File: config.mk
export PLATFORM = sky130hd
export DESIGN_NAME = databus_arbiter_flat
export DESIGN_NICKNAME = d
export VERILOG_FILES = /design/src/rtl/databus_arbiter_pkg.sv /design/src/rtl/databus_arbiter_if.sv /design/src/rtl/databus_arbiter_rr_pick.sv /design/src/rtl/databus_arbiter.sv /design/src/flat_wrapper.sv
export SDC_FILE = /design/constraint.sdc
export NUM_CORES = 1
export LEC_CHECK = 0
export ABC_AREA = 1
export BUFFER_PORTS_ARGS = -buffer_cell sky130_fd_sc_hd__buf_4
export CORE_UTILIZATION = 50
export DETAILED_ROUTE_END_ITERATION = 10
export PLACE_DENSITY = 0.78
export SYNTH_ARGS = -nofsm -noshare
export SYNTH_HDL_FRONTEND = slang
export SYNTH_HIERARCHICAL = 1
export SYNTH_SLANG_ARGS = --single-unit
File: constraint.sdc
create_clock -name CLK_50MHz -period 1.8 [get_ports CLK_50MHz]
set_clock_uncertainty 0.05 [all_clocks]
set_input_delay 0.36 -clock CLK_50MHz [delete_from_list [all_inputs] [get_ports CLK_50MHz]]
set_output_delay 0.36 -clock CLK_50MHz [all_outputs]
set_load 0.05 [all_outputs]
File: src/rtl/databus_arbiter_pkg.sv
// Shared constants and state encoding for the databus arbiter and its neighbours.
package bus_arb_pkg;

    typedef enum logic [1:0] {
        IDLE  = 2'd0,
        GRANT = 2'd1,
        TURN  = 2'd2
    } arb_state_e;

    localparam int DEF_NUM_REQ     = 4;
    localparam int DEF_MAX_HOLD    = 8;
    localparam int DEF_TURN_CYCLES = 1;

    // Databus width, shared with the input logic and the register file.
    localparam int DATA_W = 10;

endpackage

File: src/rtl/databus_arbiter_if.sv
// Request/enable bundle between the bus drivers and the databus arbiter.
interface databus_arbiter_if
    import bus_arb_pkg::*;
#(
    parameter int NUM_REQ = DEF_NUM_REQ
);
    logic [NUM_REQ-1:0]         Req;
    logic [NUM_REQ-1:0]         Bus_Enable;
    logic [$clog2(NUM_REQ)-1:0] Grant_Id;
    logic                       Bus_Busy;
    logic                       Preempt;

    modport master (
        input  Req,
        output Bus_Enable, Grant_Id, Bus_Busy, Preempt
    );

    modport slave (
        output Req,
        input  Bus_Enable, Grant_Id, Bus_Busy, Preempt
    );
endinterface

File: src/rtl/databus_arbiter_rr_pick.sv
// Combinational round-robin picker: first set request at or above ptr, wrapping.
module rr_pick
    import bus_arb_pkg::*;
#(
    parameter int  NUM_REQ = DEF_NUM_REQ,
    localparam int W       = $clog2(NUM_REQ)
) (
    input  logic [NUM_REQ-1:0] req,
    input  logic [W-1:0]       ptr,
    output logic [W-1:0]       winner,
    output logic               any_req
);
    localparam int IW = W + 1;

    logic [IW-1:0] idx;

    // Wrap by explicit compare so non-power-of-two NUM_REQ never yields an
    // index past NUM_REQ-1.
    always_comb begin
        winner  = '0;
        any_req = 1'b0;
        idx     = '0;
        for (int i = 0; i < NUM_REQ; i++) begin
            idx = {1'b0, ptr} + IW'(i);
            if (idx >= IW'(NUM_REQ))
                idx = idx - IW'(NUM_REQ);
            if (!any_req && req[idx[W-1:0]]) begin
                winner  = idx[W-1:0];
                any_req = 1'b1;
            end
        end
    end
endmodule

File: src/rtl/databus_arbiter.sv
// Round-robin owner of the shared tri-state databus with bounded hold and a
// post-release turnaround gap; all outputs come straight from flops.
module databus_arbiter
    import bus_arb_pkg::*;
#(
    parameter int NUM_REQ     = DEF_NUM_REQ,
    parameter int MAX_HOLD    = DEF_MAX_HOLD,
    parameter int TURN_CYCLES = DEF_TURN_CYCLES
) (
    input  logic              CLK_50MHz,
    input  logic              Rst_n,
    databus_arbiter_if.master bus
);
    localparam int W  = $clog2(NUM_REQ);
    localparam int HW = $clog2(MAX_HOLD);

    localparam logic [1:0] S_IDLE  = IDLE;
    localparam logic [1:0] S_GRANT = GRANT;
    localparam logic [1:0] S_TURN  = TURN;

    localparam logic [W-1:0]       LAST_ID   = W'(NUM_REQ - 1);
    localparam logic [HW-1:0]      HOLD_LAST = HW'(MAX_HOLD - 1);
    localparam logic [1:0]         TURN_LAST = 2'(TURN_CYCLES - 1);
    localparam logic [NUM_REQ-1:0] ONE       = NUM_REQ'(1);

    logic [1:0]         state;
    logic [HW-1:0]      hold_cnt;
    logic [1:0]         turn_cnt;
    logic [W-1:0]       ptr;
    logic [NUM_REQ-1:0] en_q;
    logic [W-1:0]       gid_q;
    logic               busy_q;
    logic               pre_q;

    logic [W-1:0] win;
    logic         any_req;
    logic         owner_req;
    logic         others_req;
    logic         arb_go;
    logic         release_go;

    rr_pick #(.NUM_REQ(NUM_REQ)) u_pick (
        .req     (bus.Req),
        .ptr     (ptr),
        .winner  (win),
        .any_req (any_req)
    );

    assign owner_req  = bus.Req[gid_q];
    assign others_req = |(bus.Req & ~en_q);
    // IDLE and the final TURN cycle both arbitrate, so a waiter sees no extra idle cycle.
    assign arb_go     = (state != S_GRANT) && ((state != S_TURN) || (turn_cnt == TURN_LAST));
    assign release_go = !owner_req || ((hold_cnt == HOLD_LAST) && others_req);

    always_ff @(posedge CLK_50MHz) begin
        if (!Rst_n) begin
            state    <= S_IDLE;
            hold_cnt <= '0;
            turn_cnt <= '0;
            ptr      <= '0;
            en_q     <= '0;
            gid_q    <= '0;
            busy_q   <= 1'b0;
            pre_q    <= 1'b0;
        end else begin
            pre_q <= 1'b0;
            if (arb_go) begin
                if (any_req) begin
                    en_q     <= ONE << win;
                    gid_q    <= win;
                    busy_q   <= 1'b1;
                    hold_cnt <= '0;
                    state    <= S_GRANT;
                end else begin
                    state    <= S_IDLE;
                end
            end else if (state == S_GRANT) begin
                if (release_go) begin
                    en_q     <= '0;
                    busy_q   <= 1'b0;
                    pre_q    <= owner_req;
                    ptr      <= (gid_q == LAST_ID) ? '0 : gid_q + 1'b1;
                    turn_cnt <= '0;
                    state    <= (TURN_CYCLES == 0) ? S_IDLE : S_TURN;
                end else if (hold_cnt != HOLD_LAST) begin
                    hold_cnt <= hold_cnt + 1'b1;
                end
            end else begin
                turn_cnt <= turn_cnt + 1'b1;
            end
        end
    end

    assign bus.Bus_Enable = en_q;
    assign bus.Grant_Id   = gid_q;
    assign bus.Bus_Busy   = busy_q;
    assign bus.Preempt    = pre_q;
endmodule

File: src/flat_wrapper.sv
// flat-port wrapper written by rule: the top's interface ports become plain ports
module databus_arbiter_flat import bus_arb_pkg::*;
#(
    parameter int NUM_REQ     = DEF_NUM_REQ,
    parameter int MAX_HOLD    = DEF_MAX_HOLD,
    parameter int TURN_CYCLES = DEF_TURN_CYCLES
)
  (CLK_50MHz, Rst_n, bus_Req, bus_Bus_Enable, bus_Grant_Id, bus_Bus_Busy, bus_Preempt);
  databus_arbiter_if #(.NUM_REQ(NUM_REQ)) bus_i ();
  input  logic CLK_50MHz;
  input  logic Rst_n;
  input wire logic [$bits(bus_i.Req)-1:0] bus_Req;
  output wire logic [$bits(bus_i.Bus_Enable)-1:0] bus_Bus_Enable;
  output wire logic [$bits(bus_i.Grant_Id)-1:0] bus_Grant_Id;
  output wire logic [$bits(bus_i.Bus_Busy)-1:0] bus_Bus_Busy;
  output wire logic [$bits(bus_i.Preempt)-1:0] bus_Preempt;
  assign bus_i.Req = bus_Req;
  assign bus_Bus_Enable = bus_i.Bus_Enable;
  assign bus_Grant_Id = bus_i.Grant_Id;
  assign bus_Bus_Busy = bus_i.Bus_Busy;
  assign bus_Preempt = bus_i.Preempt;
  databus_arbiter #(.NUM_REQ(NUM_REQ), .MAX_HOLD(MAX_HOLD), .TURN_CYCLES(TURN_CYCLES)) u_core (.CLK_50MHz(CLK_50MHz), .Rst_n(Rst_n), .bus(bus_i));
endmodule
* After elaboration in Yosys (flattened, before gate mapping)
Cells that the tools add are included.
** Storage, ports and cells
- Word-level logic and storage cells :: 108
- Output and inout bits :: 8
- Register bits :: 17
** Operators by class
- Reductions and logical operators :: 23
- Equality and inequality tests :: 9
- Shifts and indexed selects :: 1
- Magnitude comparators :: 9
- Bitwise gates (word level) :: 6
- Muxes and demuxes :: 42
- Add/subtract/negate cells :: 10
** Operators by type and width (number)
- two-way mux 2 bit :: 14
- two-way mux 4 bit :: 4
- < comparator 2 x 3 -> 1 bit, second input constant :: 5
- two-way mux 3 bit :: 5
- two-way mux 1 bit :: 14
- binary-select mux 1 bit (select 2 bit) :: 5
- >= comparator 3 bit, second input constant :: 3
- != test 2 x 1 -> 1 bit, second input constant :: 4
- OR reduction 4 bit :: 2
- subtractor 2 x 1 -> 2 bit, second input constant :: 4
- adder 2 x 2 -> 3 bit, second input constant :: 2
- AND reduction 2 bit :: 3
- AND reduction 3 bit :: 2
- nonzero test 2 bit :: 3
- logical AND 1 bit :: 5
- adder 2 x 1 -> 2 bit, second input constant :: 2
- bitwise AND 4 bit :: 1
- logical NOT 1 bit :: 4
- inverter 1 bit :: 4
- inverter 4 bit :: 1
- AND reduction 4 bit :: 1
- left shift 1 x 2 -> 4 bit, first input constant :: 1
- adder 2 x 1 -> 3 bit, second input constant :: 1
- adder 3 x 1 -> 3 bit, second input constant :: 1
- 8 further kinds :: 9

* Depth between registers and ports, before layout
Gate-level depths: netlist of run 1.
- Depth in word-level cells :: 17
- Depth in mapped cells :: 13
- Gate-level depth less buffers :: 13

* Cells and area by module
Netlist of run 1, hierarchy kept.
** By module, submodules not included
- databus_arbiter :: seq. area each 340.3 µm², cells an instance 109, times used 1, area each 859.6 µm²
- rr_pick :: seq. area each 0.0 µm², cells an instance 59, times used 1, area each 319.1 µm²

* Worst setup path before layout of run 1
No wires, ideal clock.
- Path kind :: flip-flop to flip-flop
- Start :: register u_core.gid_q[0], in the netlist u_core/bus.Grant_Id[0]
- End :: register u_core.en_q[0], in the netlist u_core/bus.Bus_Enable[0]
- Required time :: 1681 ps
- Period minus slack after synthesis :: 1619 ps
- Path buffers :: 1
- Slack :: 181 ps
- Stages on the path, launching flop included :: 8
- Data arrival time :: 1500 ps
- Cell sequence :: dfxtp_1 > o21ai_1 > o21ai_2 > nand2_1 > nand2_2 > buf_6 > nand3_2 > a21oi_2
** On the way
- Longest elaborated chain between the ends :: 6
** RTL lines
- start, declared :: line databus_arbiter.sv:31 : logic [W-1:0] gid_q;
- start signal, assigned :: line databus_arbiter.sv:70 : gid_q <= win;
- binary-select mux 1 bit (select 2 bit) :: line databus_arbiter.sv:49 : assign owner_req = bus.Req[gid_q];
- two-way mux 1 bit (not written as such) :: line databus_arbiter.sv:49
- logical NOT 1 bit :: line databus_arbiter.sv:53 : assign release_go = !owner_req || ((hold_cnt == HOLD_LAST) && others_req);
- logical OR 1 bit :: line databus_arbiter.sv:53
- nonzero test 2 bit (no line)
- AND reduction 3 bit (no line)
- end signal, assigned :: line databus_arbiter.sv:69 : en_q <= ONE << win;
- end, declared :: line databus_arbiter.sv:30 : logic [NUM_REQ-1:0] en_q;
No other way between the ends. The select of a mux whose other input is x is not followed.
A chain may end at the register's enable or synchronous reset.

* Worst setup path after layout of run 1
- Start :: register u_core.ptr[0]
- End :: register u_core.gid_q[1], in the netlist u_core/bus.Grant_Id[1]
** On the way
- Longest elaborated chain between the ends :: 15
- Elaborated cells between the ends (all ways) :: 38
- Classes of those cells :: add/sub (7); order compare (4); mux (20); reduce/logical (7)
** RTL lines
- start, declared :: line databus_arbiter.sv:29 : logic [W-1:0] ptr;
- start signal, assigned :: line databus_arbiter.sv:82 : ptr <= (gid_q == LAST_ID) ? '0 : gid_q + 1'b1;
- parallel branches: the longest is 13 deep, another holds adder 2 x 1 -> 3 bit
- two-way mux 1 bit (*) :: line databus_arbiter_rr_pick.sv:27 : if (!any_req && req[idx[W-1:0]]) begin
- named net u_core.any_req :: line databus_arbiter.sv:36 : logic any_req;
- AND reduction 2 bit (no line) (*)
Mark *: on every way through the listed nets, which the timed path passes. The select of a mux whose other input is x is not followed.

==> results of run 1 <==
[power by group]
part           leakage (µW)  internal [µW]  switching [µW]  total (µW)
registers          0.000140            482            92.9         574
logic              0.000508            526             967        1490
clock network     0.0000150           85.7             109         195
[metrics by stage]
| stage | utilization, % | TNS, ns | instances | power [µW] |
|---|---|---|---|---|
| after global placement | 60.1 | 0 | 212 | 1990 |
| after global routing | 62.1 | -0.0620 | 216 | 2460 |
| after floorplan | - | 0 | 168 | 1690 |
| final | 62.1 | 0 | 216 | 2260 |
| after detailed placement | 60.1 | -0.0189 | 212 | 2030 |
| after CTS | 61.4 | 0 | 216 | 2240 |
[cells in the mapped netlist (3+ instances only)]
| library cell | n | area share (%) |
|---|---|---|
| nand3_1 | 11 | 4.7 |
| ha_1 | 4 | 4.2 |
| nand2_1 | 45 | 14 |
| a21oi_2 | 7 | 5.2 |
| nor2_1 | 11 | 3.5 |
| nand2_4 | 3 | 2.9 |
| dfxtp_1 | 17 | 29 |
| a21oi_1 | 8 | 3.4 |
| inv_2 | 3 | 0.96 |
| inv_1 | 20 | 6.4 |
| nand2_2 | 13 | 6.9 |
| nand3_2 | 9 | 7.6 |
[layout make-up]
| type | count | area [µm²] |
|---|---|---|
| fill | 209 | 838 |
| multi-input combinational | 124 | 728 |
| sequential | 17 | 345 |
| timing repair buffer | 20 | 150 |
| inverter | 23 | 88.8 |
| tap | 28 | 35.0 |
| clock buffer | 4 | 26.3 |
[how the worst max path moves through the flow]
stage          depth (start not counted)                               endpoint                           startpoint
4_1_cts                                8    u_core/bus.Grant_Id[1]$_SDFFE_PN0P_           u_core/ptr[1]$_SDFFE_PN0P_
3_5_place_dp                           9    u_core/bus.Grant_Id[1]$_SDFFE_PN0P_           u_core/ptr[0]$_SDFFE_PN0P_
2_1_floorplan                          7  u_core/bus.Bus_Enable[0]$_SDFFE_PN0P_  u_core/bus.Grant_Id[0]$_SDFFE_PN0P_
6_report                               9    u_core/bus.Grant_Id[1]$_SDFFE_PN0P_           u_core/ptr[0]$_SDFFE_PN0P_
3_3_place_gp                           9    u_core/bus.Grant_Id[1]$_SDFFE_PN0P_           u_core/ptr[0]$_SDFFE_PN0P_
5_1_grt                               11    u_core/bus.Grant_Id[0]$_SDFFE_PN0P_           u_core/ptr[0]$_SDFFE_PN0P_
[worst min-delay path, stage by stage]
cell     delay (ns)
buf_4          0.11
o21ai_0        0.06
nor2_1         0.04
[flip-flops by register name (all words and copies together) (netlist names)]
| name | cells |
|---|---|
| u_core/bus.Preempt | 1 |
| u_core/bus.Bus_Busy | 1 |
| u_core/bus.Bus_Enable | 4 |
| u_core/hold_cnt | 3 |
| u_core/bus.Grant_Id | 2 |
| u_core/turn_cnt | 2 |
| u_core/state | 2 |
| u_core/ptr | 2 |
[cells by family (layout without fill, tap and decap cells)]
group	after synthesis	count (layout)	share of synthesized area [%]
compound gates	23	23	13.1
flops	17	17	28.9
simple gates	97	97	43.6
fa+ha+maj	4	4	4.25
buf+inv	27	47	10.2
[timing repair]
| item | 4_1_cts | 5_1_grt |
|---|---|---|
| pin swaps | 0 | 1 |
| hold buffers | 0 | 0 |
| endpoints found under the setup margin | 1 | 11 |
| gates resized for setup | 1 | 6 |
[layer usage]
metal  wire, µm  global-route usage (%)  share of wire [%]
met1       1080                    23.7                 43
met2       1290                    43.1                 52
met3         83                    3.03                3.3
met4         35                    8.33                1.4
met5          0                       0                  0
==> results by group, run 1 <==
Layout
  • Commonest cells after routing, fill and taps aside: 45 x nand2_1, 20 x buf_4, 19 x inv_1, 15 x dfxtp_1, 13 x nand2_2
  • Area grow syn2layout: 16.6%
  • Ant diodes: 0
  • Finished Cell Area: 1370 µm²
  • Commonest non-fill, non-tap cell in the layout: nand2_1
  • Nets: about 200
  • Layout cell share with drive strength beyond 1: between 30% and 40%

Route
  • Vias per inst: between 5 and 6
  • Initial DRC Count: 21
  • Final wirelength: approximately 2.5 mm
  • Vias: around 1100
  • Drt drc: 0
  • DRT antenna net count: 0
  • First drt pass iteration count: 4
  • WL/cell: around 12 µm

STA
  • Final setup violation count: 0
  • Hold WS: approximately 0.28 ns
  • Crit share post-route: between 90% and 100%
  • Max Slew Vio Count: 0
  • Period minus WS final: between 1.5 and 2 ns
  • Final worst slack: approximately 0.075 ns
  • Slew at the pin closest to its max-slew limit: roughly 0.6 ns
  • Peak Freq: between 500 and 600 MHz
  • Endpoints failing hold: 0
  • Relative slew margins: approximately three fifths

Yosys
  • Synth Register Bits: 17
  • Ys async rst share: 0%
  • Synth Flop Type: dfxtp_1
  • Sequential area share after synthesis: around 29%
  • Gate Count Post-Synth: about 170
  • Yosys cell types: 24
  • Syn_nets: approximately 180
  • Synth warnings: 6
  • Number of flops mapped to enable cells by yosys: 0
  • Synth Cell Area: 1180 µm²
  • Avg Cell Area, Syn: around 7.0 µm²

Placed design
  • RePlAce Congestion: between 0.8 and 0.9
  • Hpwl dp: 1.97 mm
  • Pre-CTS setup slack: -0.0189 ns
  • DP Area: about 1300 µm²
  • PortBufs: 13

Critical path
  • CP Max Fanout: 11
  • CP cell instances: buf_4, nand2_2, nand3_1, nand2_2, inv_1, nand3b_1, nand3_4, buf_4, a211oi_1
  • WP data required: approximately 1.9 ns
  • R2R depth: 9
  • Worst setup EP type: flip-flop
  • Top delay family on crit path: simple AND/OR/NAND/NOR gates
  • WP buf/inv: 3
  • Setup slack, reg-to-reg: roughly 0.075 ns
  • Worst r2r src: u_core/ptr[0]$_SDFFE_PN0P_
  • Critical-path top delay cell: dfxtp_4
  • CP Launch Type: flip-flop
  • CP Class: flip-flop to flip-flop
  • Critical R2R Capture: u_core/bus.Grant_Id[1]$_SDFFE_PN0P_
  • Worst path max stage delay: around 0.38 ns
  • WP data arrival: approximately 1.9 ns

Hold path
  • Hold Path Sink: u_core/ptr[1]$_SDFFE_PN0P_
  • Hold Path Origin: Rst_n
  • Tightest Hold Check Type: input pin to flip-flop
  • Hold depth: 3

Clock tree
  • Worst-Skew Late Latency: roughly 0.27 ns
  • Root Driver: clkbuf_4
  • H-tree levels: 1
  • Total CTS buffers: 3
  • CTS tree: built
  • Clk sinks: 17
  • Post-CTS setup buffers: 0
  • Clock Tree Buf Depth: 2
  • CTS clk-pin slew, worst paths: roughly 0.090 ns

Floorplanning
  • Die Y: ~51 µm
  • Starting Density: between 50% and 60%
  • Row cnt: 17
  • DIE AREA: approximately 2600 µm²
  • Die X: about 50 µm
  • Top-Level Pins: 14
  • Core ar.: around 2200 µm²

GRT
  • Vias in the first global route: approximately 1100
  • Largest net degree at the start of global routing: 16
  • GRT overflow: 0
  • First-pass GRT wire length: 4.33 mm
  • Initial antenna violation count: 0
  • GRT Resource Usage Total: ~22%

Job
  • Max_cap viols: 0

Run status
  • Status: completed

Power and ir drop
  • VDD IR-drop max: around 0.98 mV
  • Pleak: approximately 0.00066 µW
  • Pwr dens: approximately 1600 nW/µm²
Power figures use the tool's default switching activity.
==> inputs of run 2 (changes only) <==
- CORE_UTILIZATION: 50 -> 55
- CTS_CLUSTER_DIAMETER: default -> 50
- PLACE_DENSITY: 0.78 -> 0.84
- SLEW_MARGIN: default -> 20
==> run 2 against run 1 <==
Effect of this change:
- largest cell class unchanged
- first-iteration DRC count increased to 3.3 times the previous value
- non-clock buffer count up 5
- critical path depth rose by 2
- sequential power grew 3%
- count of clock-buffer cells in the layout down 1
- total power increased by 12%
- cell count rose by 2.3%
- setup slack lost 0.050 ns
- die area is 8.7% lower
- critical path type unchanged
- routed wire length grew 25%
- worst hold slack lost 0.0089 ns
==> results by group, run 2 (same netlist as run 1, synthesis figures left out) <==
Run status
  • Status: completed

Route
  • Vias per inst: about 5.5
  • Vias: approximately 1200
  • DRT antenna net count: 0
  • Final wirelength: roughly 3.1 mm
  • WL/cell: between 10 and 15 µm
  • First drt pass iteration count: 4
  • Initial DRC Count: 70
  • Drt drc: 0

Placed design
  • PortBufs: 13
  • RePlAce Congestion: slightly below 0.9
  • Hpwl dp: 2.18 mm
  • DP Area: about 1300 µm²
  • Placed cells: 210

Layout
  • Commonest non-fill, non-tap cell in the layout: nand2_1
  • Fillers: roughly 150
  • Commonest cells after routing, fill and taps aside: 43 x nand2_1, 21 x buf_4, 18 x inv_1, 15 x nand2_2, 15 x dfxtp_1
  • Finished Core Util: about three quarters
  • Finished Cell Area: 1480 µm²
  • Layout cell share with drive strength beyond 1: around two fifths
  • Ant diodes: 0
  • Max FFs per register: 4
  • Final std cells w/o fill: about 220
  • Nets: 205
  • Area grow syn2layout: 25.5%

Power and ir drop
  • Total power: 2540 µW
  • Pleak: about 0.0007 µW
  • Pwr dens: 1720 nW/µm²
  • VDD IR-drop max: ~1.1 mV

Floorplanning
  • Die X: between 40 and 50 µm
  • Row cnt: 16
  • DIE AREA: about 2300 µm²
  • Starting Density: between 50% and 60%
  • Top-Level Pins: 14
  • Core ar.: between 1500 and 2000 µm²
  • Die Y: around 48 µm

Critical path
  • WP data arrival: around 2 ns
  • WP data required: 1.97 ns
  • CP Launch Type: flip-flop
  • CP endpoint: u_core/bus.Bus_Enable[0]$_SDFFE_PN0P_
  • R2R depth: 11
  • CP Launch Point: u_core/ptr[0]$_SDFFE_PN0P_
  • Critical R2R Capture: u_core/bus.Bus_Enable[0]$_SDFFE_PN0P_
  • Worst setup EP type: flip-flop
  • CP Max Fanout: 7
  • Setup slack, reg-to-reg: approximately 0.025 ns
  • Worst r2r src: u_core/ptr[0]$_SDFFE_PN0P_
  • CP Class: flip-flop to flip-flop

STA
  • RSZ-0062 raised after global routing: yes
  • Endpoints failing hold: 0
  • Final setup violation count: 0
  • Max Slew Vio Count: 0
  • Peak Freq: around 560 MHz
  • Relative slew margins: between 50% and 60%
  • Final setup TNS: 0 ns
  • Slew at the pin closest to its max-slew limit: ~0.62 ns
  • Crit share post-route: a little over nine tenths
  • Period minus WS final: about 1.8 ns

Clock tree
  • CTS tree: built
  • Clock Tree Buf Depth: 2
  • CTS clk-pin slew, worst paths: approximately 0.1 ns
  • Total CTS buffers: 3
  • Worst-Skew Late Latency: between 0.2 and 0.3 ns
  • H-tree levels: 1
  • Root Driver: clkbuf_4
  • Clk sinks: 17

GRT
  • Largest net degree at the start of global routing: 16
  • GRT overflow: 0
  • First-pass GRT wire length: between 4 and 5 mm
  • Initial antenna violation count: 0
  • GRT Resource Usage Total: between 20 and 30%
  • Vias in the first global route: around 1100

Job
  • Max_cap viols: 0

Hold path
  • Tightest Hold Check Type: input pin to flip-flop
==> run 2: cell count changes in the layout (fill, tap and decap cells not counted), sizes merged <==
cell    previous run  this run
buf               20        25
clkbuf             4         3
clkinv             0         1
nand3             20        21
==> run 2: worst min-delay path by stage <==
stage | start | end | slack [ns] | cells past startpoint
after global routing | Rst_n | u_core/ptr[1]$_SDFFE_PN0P_ | 0.26 | 3
after detailed placement | u_core/turn_cnt[1]$_SDFFE_PN0P_ | u_core/turn_cnt[1]$_SDFFE_PN0P_ | 0.43 | 2
after floorplan | u_core/turn_cnt[0]$_SDFFE_PN0P_ | u_core/turn_cnt[0]$_SDFFE_PN0P_ | 0.39 | 1
after global placement | u_core/turn_cnt[0]$_SDFFE_PN0P_ | u_core/turn_cnt[0]$_SDFFE_PN0P_ | 0.40 | 1
after CTS | Rst_n | u_core/ptr[1]$_SDFFE_PN0P_ | 0.27 | 3
final | Rst_n | u_core/ptr[1]$_SDFFE_PN0P_ | 0.27 | 3
==> run 2: repair_timing <==
| action | 4_1_cts | 5_1_grt |
|---|---|---|
| hold buffers | 0 | 0 |
| pin swaps | 0 | 10 |
| gates resized for setup | 1 | 20 |
| endpoints found under the setup margin | 6 | 11 |
| buffers inserted | 0 | 6 |
| gates cloned | 0 | 1 |
==> run 2: critical path, cell delays in order, from the launching register on <==
cell and delay (ns):
dfxtp_4 0.38, buf_6 0.14, nand2_2 0.07, nand2_2 0.06, nand2_2 0.08, nand2_2 0.07, nor2_4 0.12, nand3b_1 0.21
nand3_4 0.18, buf_6 0.14, nand3_2 0.08, a21oi_2 0.14
==> run 2: power breakdown <==
group          internal [µW]  switching, µW
combinational            636           1110
sequential               481            107
clock                   82.5            122
==> run 2: area by class of cell <==
class                           count  area, µm²  share of cell area [%]
Sequential cell                    17        345                    23.4
Clock inverter                      1       5.00                   0.338
Timing Repair Buffer               25        203                    13.7
Inverter                           23       88.8                    6.01
Multi-Input combinational cell    125        781                    52.8
Clock buffer                        3       22.5                    1.52
Tap cell                           27       33.8                    2.28
==> run 2: through the flow <==
stage | hold WS (ns) | setup WS [ns]
floorplan | 0.389 | 0.181
global placement | 0.402 | 0.112
detailed placement | 0.426 | -0.0000194
CTS | 0.271 | 0.0312
global route | 0.264 | -0.0567
finish | 0.270 | 0.0250
==> run 2: metal layers <==
layer	GRT usage [%]	part of all wire (%)	up-vias
li1	-	-	595
met1	32.4	39	560
met2	52.3	52	61
met3	6.67	6.7	8
met4	6.11	2.0	0
met5	0	0	-
==> inputs of run 3 (changes only) <==
- CELL_PAD_IN_SITES_DETAIL_PLACEMENT: default -> 0
- CELL_PAD_IN_SITES_GLOBAL_PLACEMENT: default -> 1
- CORE_UTILIZATION: 55 -> 41
- PLACE_DENSITY: 0.84 -> 0.86
==> run 3 against run 2 <==
Effect of this change:
- sequential power down 2%
- utilization shrank 22 points
- global-route usage decreased by 11 points
- count of clock-buffer cells in the layout unchanged
- routed wire length shrank 18%
- worst hold slack worse by 0.0087 ns
- maximum frequency increased by 3.2%
- critical endpoint is now u_core/bus.Grant_Id[1]$_SDFFE_PN0P_
- largest cell class unchanged
- largest power group unchanged
- first-iteration DRC count is 70% lower
- cell count unchanged
- via count fell by 8.7%
==> results by group, run 3 (same netlist as run 1, synthesis figures left out) <==
Run status
  • Status: completed

Layout
  • Ant diodes: 0
  • Layout cell share with drive strength beyond 1: between 30% and 40%
  • Max FFs per register: 4
  • Fillers: 282
  • Nets: 201
  • Area of the multi-input gates: ~760 µm²
  • Commonest cells after routing, fill and taps aside: 43 x nand2_1, 20 x inv_1, 19 x buf_4, 15 x nand2_2, 15 x dfxtp_1
  • Sequential cell area: between 300 and 400 µm²
  • Area grow syn2layout: 21.5%
  • Final std cells w/o fill: 221
  • Commonest non-fill, non-tap cell in the layout: nand2_1

Critical path
  • Worst path max stage delay: roughly 0.38 ns
  • WP data required: slightly below 2 ns
  • WP data arrival: between 1.5 and 2 ns
  • Setup slack, reg-to-reg: 0.08 ns
  • Critical R2R Capture: u_core/bus.Grant_Id[1]$_SDFFE_PN0P_
  • Worst setup EP type: flip-flop
  • CP Launch Type: flip-flop
  • Critical-path top delay cell: dfxtp_4
  • R2R depth: 9
  • CP dominant cell by count: nand2_2
  • CP Max Fanout: 8
  • Worst r2r src: u_core/ptr[0]$_SDFFE_PN0P_
  • CP cell instances: buf_6, nand2_2, nand3_1, nand2_2, inv_1, nand3b_1, nand3_2, buf_4, a211oi_1
  • CP Class: flip-flop to flip-flop
  • CP endpoint: u_core/bus.Grant_Id[1]$_SDFFE_PN0P_
  • CP Launch Point: u_core/ptr[0]$_SDFFE_PN0P_

Placed design
  • RePlAce Congestion: just over 0.9
  • PortBufs: 13
  • Hpwl dp: around 1.9 mm
  • Placed cells: ~210
  • Pre-CTS setup slack: -0.0109 ns

STA
  • Period minus WS final: between 1.5 and 2 ns
  • Crit share post-route: 95.6%
  • Endpoints failing hold: 0
  • Slew at the pin closest to its max-slew limit: ~0.63 ns
  • Relative slew margins: around 58%
  • Max Slew Vio Count: 0
  • RSZ-0062 raised after global routing: yes
  • Final worst slack: between 0.07 and 0.08 ns
  • Final setup violation count: 0
  • Peak Freq: 581 MHz
  • Hold WS: approximately 0.26 ns

Floorplanning
  • Top-Level Pins: 14
  • Row cnt: 19
  • Die Y: between 50 and 60 µm
  • Core ar.: around 2700 µm²
  • Starting Density: 43.1%
  • Die X: roughly 56 µm
  • DIE AREA: around 3100 µm²

Route
  • Final wirelength: between 2 and 3 mm
  • First drt pass iteration count: 4
  • WL/cell: 11.6 µm
  • Drt drc: 0
  • Vias: ~1100
  • DRT antenna net count: 0
  • Initial DRC Count: 21
  • Vias per inst: just over 5

GRT
  • First-pass GRT wire length: 4.28 mm
  • Largest net degree at the start of global routing: 16
  • GRT Resource Usage Total: ~17%
  • GRT overflow: 0
  • Vias in the first global route: around 1100
  • Initial antenna violation count: 0

Hold path
  • Tightest Hold Check Type: input pin to flip-flop
  • Hold depth: 3

Power and ir drop
  • Total power: about 2400 µW
  • VDD IR-drop max: ~0.97 mV
  • Pleak: between 0.0006 and 0.0007 µW
  • Pwr dens: between 1500 and 2000 nW/µm²

Clock tree
  • CTS clk-pin slew, worst paths: about 0.11 ns
  • Worst-Skew Late Latency: slightly below 0.3 ns
  • CTS tree: built
  • Clock Tree Buf Depth: 2
  • Root Driver: clkbuf_4
  • Post-cts hold buffer count: 0
  • H-tree levels: 1
  • Total CTS buffers: 3
  • Clk sinks: 17

Job
  • Max_cap viols: 0
## run 3: cell types whose count changed in the layout (fill, tap and decap cells not counted), moves of 2 or more
cell / change
buf_4: -2
nand3_2: +3
inv_2: -2
nand3_4: -2
inv_1: +2
buf_6: -2
nor2_2: -2
## run 3: repair_timing
item                                    CTS  global route
gates cloned                              0             1
setup buffers                             0             2
pin swaps                                 0             8
endpoints found under the setup margin    7             8
gates resized for setup                   3            11
## run 3: critical path, delay by kind of cell (launching register included)
family,cells,cell delay (ns)
compound gates,1,0.17
simple gates,5,0.64
flops,1,0.38
buf+inv,3,0.40
## run 3: layer usage
layer	GRT usage, %	up-vias	wire length [µm]
met5	0	-	0
met4	12.5	0	80
met3	1.63	8	52
met2	31.7	18	1350
met1	18.4	511	1080
li1	-	581	-
## run 3: how the worst min path moves through the flow
stage,slack (ns),to,start
floorplan,0.39,u_core/turn_cnt[0]$_SDFFE_PN0P_,u_core/turn_cnt[0]$_SDFFE_PN0P_
global placement,0.40,u_core/turn_cnt[0]$_SDFFE_PN0P_,u_core/turn_cnt[0]$_SDFFE_PN0P_
detailed placement,0.42,u_core/turn_cnt[1]$_SDFFE_PN0P_,u_core/turn_cnt[1]$_SDFFE_PN0P_
CTS,0.26,u_core/ptr[1]$_SDFFE_PN0P_,Rst_n
global route,0.28,u_core/ptr[1]$_SDFFE_PN0P_,Rst_n
finish,0.26,u_core/ptr[1]$_SDFFE_PN0P_,Rst_n
## run 3: area by class of cell
type,count,area share [%]
tap,31,2.71
timing repair buffer,21,11.5
multi-input combinational,125,53.4
clock inverter,1,0.524
inverter,23,6.20
clock buffer,3,1.57
sequential,17,24.1
## run 3: report_power, final
| group | switching (µW) | internal [µW] | total [µW] |
|---|---|---|---|
| Clock | 125 | 84.3 | 209 |
| Combinational | 1000 | 568 | 1570 |
| Sequential | 96.6 | 481 | 578 |
## run 3: metrics by stage
step           util (%)  instance area (µm²)  TNS, ns
2_1_floorplan         -                 1180        0
3_3_place_gp       48.5                 1330        0
3_5_place_dp       48.5                 1330  -0.0312
4_1_cts            50.0                 1370        0
5_1_grt            52.4                 1430   -0.217
6_report           52.4                 1430        0
